===== src/rtl/cpu_pkg.sv =====
// Shared constants for the 5-stage MIPS core:
// load-type encodings and writeback result-select encodings.
package cpu_pkg;

  localparam logic [2:0] LOAD_LW  = 3'd0;
  localparam logic [2:0] LOAD_LH  = 3'd1;
  localparam logic [2:0] LOAD_LHU = 3'd2;
  localparam logic [2:0] LOAD_LB  = 3'd3;
  localparam logic [2:0] LOAD_LBU = 3'd4;

  localparam logic [1:0] WB_SEL_ALU  = 2'd0;
  localparam logic [1:0] WB_SEL_LOAD = 2'd1;
  localparam logic [1:0] WB_SEL_LINK = 2'd2;

endpackage


===== src/rtl/load_extend.sv =====
// Little-endian byte/half extraction with sign or zero extension; purely combinational.
// Unknown load types fall back to a full-word load.
module load_extend
  import cpu_pkg::*;
(
  input  logic [31:0] rdata,
  input  logic [1:0]  addr_lo,
  input  logic [2:0]  load_type,
  output logic [31:0] result
);

  logic [7:0]  w_byte;
  logic [15:0] w_half;

  always_comb begin
    w_byte = rdata[7:0];
    case (addr_lo)
      2'd1:    w_byte = rdata[15:8];
      2'd2:    w_byte = rdata[23:16];
      2'd3:    w_byte = rdata[31:24];
      default: w_byte = rdata[7:0];
    endcase
    // Halfword loads ignore addr_lo[0]; misalignment is not trapped here.
    w_half = addr_lo[1] ? rdata[31:16] : rdata[15:0];

    result = rdata;
    case (load_type)
      LOAD_LB:  result = {{24{w_byte[7]}}, w_byte};
      LOAD_LBU: result = {24'd0, w_byte};
      LOAD_LH:  result = {{16{w_half[15]}}, w_half};
      LOAD_LHU: result = {16'd0, w_half};
      default:  result = rdata;
    endcase
  end

endmodule


===== src/rtl/writeback_stage.sv =====
// MEM/WB register, result select, and register-file write-port arbitration; MEM-to-RF is one cycle.
// The pipeline always wins the port; mul/div results wait in a 1-entry buffer (md_ready low while blocked).
module writeback_stage
  import cpu_pkg::*;
#(
  parameter int DW = 32,
  parameter int AW = 5
) (
  input  logic          clk,
  input  logic          rst,
  input  logic          stall,
  input  logic          flush,
  input  logic          m_valid,
  input  logic          m_reg_write,
  input  logic [AW-1:0] m_write_reg,
  input  logic [1:0]    m_mem_to_reg,
  input  logic [2:0]    m_load_type,
  input  logic [1:0]    m_addr_lo,
  input  logic [DW-1:0] m_alu_result,
  input  logic [DW-1:0] m_mem_rdata,
  input  logic [DW-1:0] m_link_pc,
  input  logic          md_valid,
  output logic          md_ready,
  input  logic [AW-1:0] md_write_reg,
  input  logic [DW-1:0] md_data,
  output logic          RegWrite,
  output logic [AW-1:0] Write_register,
  output logic [DW-1:0] Write_data,
  output logic          stall_req
);

  logic          r_wb_valid;
  logic          r_wb_reg_write;
  logic [AW-1:0] r_wb_write_reg;
  logic [DW-1:0] r_wb_data;
  logic          r_buf_full;
  logic [AW-1:0] r_buf_reg;
  logic [DW-1:0] r_buf_data;

  logic [DW-1:0] w_load_val;
  logic [DW-1:0] w_sel_val;
  logic          w_pipe_wr;
  logic          w_drain;
  logic          w_md_xfer;

  load_extend u_load_extend (
    .rdata     (m_mem_rdata),
    .addr_lo   (m_addr_lo),
    .load_type (m_load_type),
    .result    (w_load_val)
  );

  always_comb begin
    case (m_mem_to_reg)
      WB_SEL_LOAD: w_sel_val = w_load_val;
      WB_SEL_LINK: w_sel_val = m_link_pc;
      default:     w_sel_val = m_alu_result;
    endcase
  end

  assign w_pipe_wr = r_wb_valid & r_wb_reg_write;
  assign w_drain   = r_buf_full & ~w_pipe_wr;
  assign md_ready  = ~r_buf_full | w_drain;
  assign w_md_xfer = md_valid & md_ready;
  assign stall_req = r_buf_full & w_pipe_wr;

  always_ff @(posedge clk or negedge rst) begin
    if (!rst) begin
      r_wb_valid     <= 1'b0;
      r_wb_reg_write <= 1'b0;
      r_wb_write_reg <= '0;
      r_wb_data      <= '0;
    end else if (flush) begin
      r_wb_valid <= 1'b0;
    end else if (!stall) begin
      r_wb_valid     <= m_valid;
      r_wb_reg_write <= m_reg_write;
      r_wb_write_reg <= m_write_reg;
      r_wb_data      <= w_sel_val;
    end
  end

  // A fill in the same cycle as a drain simply overwrites the entry and keeps it full.
  always_ff @(posedge clk or negedge rst) begin
    if (!rst) begin
      r_buf_full <= 1'b0;
      r_buf_reg  <= '0;
      r_buf_data <= '0;
    end else if (w_md_xfer) begin
      r_buf_full <= 1'b1;
      r_buf_reg  <= md_write_reg;
      r_buf_data <= md_data;
    end else if (w_drain) begin
      r_buf_full <= 1'b0;
    end
  end

  always_comb begin
    RegWrite       = 1'b0;
    Write_register = '0;
    Write_data     = '0;
    if (w_pipe_wr) begin
      RegWrite       = (r_wb_write_reg != '0);
      Write_register = r_wb_write_reg;
      Write_data     = r_wb_data;
    end else if (r_buf_full) begin
      RegWrite       = (r_buf_reg != '0);
      Write_register = r_buf_reg;
      Write_data     = r_buf_data;
    end
  end

endmodule


===== config.mk =====
export PLATFORM = sky130hd
export DESIGN_NAME = writeback_stage
export DESIGN_NICKNAME = d
export VERILOG_FILES = /design/src/rtl/cpu_pkg.sv /design/src/rtl/load_extend.sv /design/src/rtl/writeback_stage.sv
export SDC_FILE = /design/constraint.sdc
export NUM_CORES = 1
export LEC_CHECK = 0
export BUFFER_PORTS_ARGS = -buffer_cell sky130_fd_sc_hd__buf_2
export CORE_ASPECT_RATIO = 1.5
export CORE_MARGIN = 2
export CORE_UTILIZATION = 25
export CTS_BUF_LIST = sky130_fd_sc_hd__clkbuf_8
export DETAILED_ROUTE_END_ITERATION = 16
export GPL_ROUTABILITY_DRIVEN = 1
export SLEW_MARGIN = 0
export SYNTH_ARGS = -nofsm -noshare
export SYNTH_HDL_FRONTEND = slang
export SYNTH_SLANG_ARGS = --single-unit

===== constraint.sdc =====
create_clock -name clk -period 4.2 [get_ports clk]
set_clock_uncertainty 0.1 [all_clocks]
set_input_delay 0.42 -clock clk [delete_from_list [all_inputs] [get_ports clk]]
set_output_delay 0.42 -clock clk [all_outputs]
set_load 0.005 [all_outputs]

==> key figures <==
Run status
  – Status: finished, final reports clean

Routing
  – DRC violations left: 0
  – Post-DRT Antenna Nets: 0
  – Wl on met1: 7780 um
  – WL/cell: 19.0 um
  – Met3 wire length: 991 um
  – Vias per cell: 5.11
  – DR vias: 5,178
  – DR top layer: met4
  – Routed met2 length: 9700 um
  – Initial drt markers: 313
  – Total Wirelength: 19,300 um
  – Drt pass-1 iters: 5

Cells and area
  – Area Growth Syn to Fin: 25.7%
  – Most frequent cells in the layout: buf_2, nand2_1, dfrtp_1
  – Commonest non-fill, non-tap cell in the layout: buf_2
  – Layout cell share with drive strength beyond 1: 36.9%
  – Biggest regs: r_buf_data (32), r_wb_data (32)
  – Nets@finish: 894

Clocking
  – CTS tree: done
  – Worst-Skew Late Latency: 370 ps
  – Num CTS Buffers: 9
  – Clock transition at path regs: 90 ps
  – Bufs on Longest Clock Path: 2
  – H-tree levels: 3
  – Clk root buf: clkbuf_8
  – Clk sinks: 77

Critical path
  – Cell family with most CP delay: buffers and inverters
  – Reg2reg path depth: 4
  – Crit path depth: 4
  – CP peak stage delay: 530 ps
  – Reg-to-reg startpoint: r_wb_valid
  – CP startpoint kind: flop
  – CP max-delay cell: buf_4
  – Worst EP arrival: 1960 ps
  – Req. time, crit path: 3680 ps
  – WS Path Type: flop to output port
  – Flop2flop setup slack: 2120 ps
  – Worst path buffer plus inverter count: 2
  – Crit Reg-Reg Endpoint: r_buf_reg[1]
  – Critical path startpoint: r_wb_valid
  – Kind of end point of the critical path: output port
  – CP cell instances: and2_2 > buf_4 > o21ai_0 > buf_2
  – Critical Path Fanout Max: 76
  – Crit path to: Write_data[26]

Power
  – Pwr dens: 318 mW/mm^2
  – Final total power: 2.06 mW
  – Peak supply drop: 0.138 mV
  – P_leak: 2.77 nW

GRT
  – Grt total ovfl: 0
  – First-pass GRT wire length: 29,400 um
  – Overall Global Routing Usage: 17.6%
  – Pin count of the biggest net entering global routing: 77
  – Number of global-route vias before repair: 5,232
  – Initial antenna violation count: 4

STA
  – Post-route minimum period: 2480 ps
  – Unrepaired setup endpoints after global routing: no
  – FMAX: 404 MHz
  – Headroom to the max-slew limit: 35.8%
  – Slew Limit Fails: 0
  – Slew @ Worst Pin: 960 ps
  – Hold Violations, Final: 0
  – Final setup viols: 0
  – Fin crit share: 59.0%
  – Setup_tns: 0 ps

Synth
  – Sequential area share after synthesis: 37.4%
  – Post-synth ARST share: 100%
  – Yosys reg bits: 77
  – Syn nets: 737
  – Area of the mapped netlist: 0.00516 mm^2
  – Synth cell types: 53
  – Syn Inst Count: 583
  – Number of synthesized flops with an enable pin: 0
  – Syn Area/Cell: 8.85 um^2
  – Dominant synthesized flop cell: dfrtp_1
  – Area fraction of the dominant cell type after synthesis: 37.4%
  – Largest cells by area after synthesis: dfrtp_1, mux2_2, o21ai_0, nand2_1, o211ai_1
  – Dominant cell type by area after synthesis: dfrtp_1
  – Yosys warns: 0

Floorplanning
  – # rows: 64
  – Area of the die: 0.0218 mm^2
  – Die Ht: 180 um
  – Die boundary width: 121 um
  – IO Pins: 192
  – Starting density of the core: 25.4%
  – Core footprint: 0.0203 mm^2

Placement
  – Port Buffers: 191
  – Post-DP HPWL: 14,600 um
  – GPL Wtd Cong: 0.862

Job
  – Maxcap violations: 0

Hold path
  – Worst Hold Class: input pin to flop
==> worst register-to-register path, cell delays in order (launching register included) <==
cell and delay [ps]:
dfrtp_1 400, and2_2 200, nand2_1 130, nand2_2 540, mux2_1 580
==> cells by family (layout without fill, tap and decap cells) <==
group | count (synthesis) | after routing | share of synthesized area [%]
other | 0 | 4 | 0
xor gates and xnor gates | 2 | 2 | 0.485
adders and majority gates | 3 | 3 | 0.679
muxes | 63 | 63 | 13.7
buffers and inverters | 58 | 220 | 5.31
DFF | 77 | 77 | 37.4
AOI/OAI and AO/OA | 219 | 219 | 27.0
and+or+nand+nor | 161 | 161 | 15.5
==> where the power goes <==
group          internal, mW  switching [mW]  total (mW)
Combinational         0.236           0.298       0.535
Sequential            0.847          0.0618       0.909
Clock                 0.295           0.320       0.615
Total                  1.38           0.680        2.06
==> timing repair <==
| item | CTS | global route |
|---|---|---|
| hold endpoints to repair | 19 | 0 |
| hold buffers | 1 | 0 |
| buffers inserted | 0 | 0 |
| gates resized for setup | 0 | 0 |
==> cell usage after synthesis (all sizes together) (2+ instances only) <==
| library cell | n |
|---|---|
| o211ai | 38 |
| inv | 5 |
| a22oi | 7 |
| dfrtp | 77 |
| mux2i | 11 |
| xnor2 | 2 |
| ha | 2 |
| clkbuf | 33 |
| nor2b | 2 |
| nor3 | 8 |
| a21oi | 41 |
| and2 | 2 |
| o2111ai | 6 |
| or4 | 2 |
| o21bai | 16 |
| a21o | 2 |
| or3b | 2 |
| a31oi | 8 |
| o21ai | 84 |
| nand2 | 101 |
| buf | 20 |
| a22o | 7 |
| mux2 | 51 |
| nor2 | 8 |
| nor3b | 2 |
| nand3b | 24 |
| a221oi | 2 |
| nand2b | 8 |
==> worst min path at each step <==
| stage | start | endpoint | slack (ps) | depth (start not counted) |
|---|---|---|---|---|
| after detailed placement | r_buf_data[6] | r_buf_data[6] | 380 | 1 |
| final | md_data[5] | r_buf_data[5] | 160 | 2 |
| after global routing | flush | r_wb_valid | 130 | 2 |
| after floorplan | rst | r_buf_data[0] | 20 | 0 |
| after global placement | r_buf_data[11] | r_buf_data[11] | 380 | 1 |
| after CTS | md_data[5] | r_buf_data[5] | 140 | 2 |
==> stage by stage <==
stage	std cells	setup WS, ps	util, %	hold slack [ps]	area, um^2
floorplan	583	2380	-	24.4	5160
global placement	992	1830	30.7	375	6250
detailed placement	992	1840	30.7	381	6250
CTS	1009	1630	31.8	141	6470
global route	1013	1500	31.9	129	6480
finish	1013	1720	31.9	159	6480
==> metal layers <==
| metal | track usage, % | up-vias |
|---|---|---|
| met2 | 29.9 | 184 |
| met4 | 8.46 | 0 |
| met3 | 3.36 | 45 |
| met1 | 21.2 | 2496 |
| li1 | - | 2453 |
| met5 | 0 | - |
==> cell type report <==
cell class	count	area, um^2
fill	2227	13900
multi-input combinational	448	2970
sequential	77	1930
timing repair buffer	199	1020
tap	264	330
clock buffer	10	138
clock inverter	6	71.3
inverter	5	18.8
antenna	4	10.0
(Power assumes the default switching activity.)
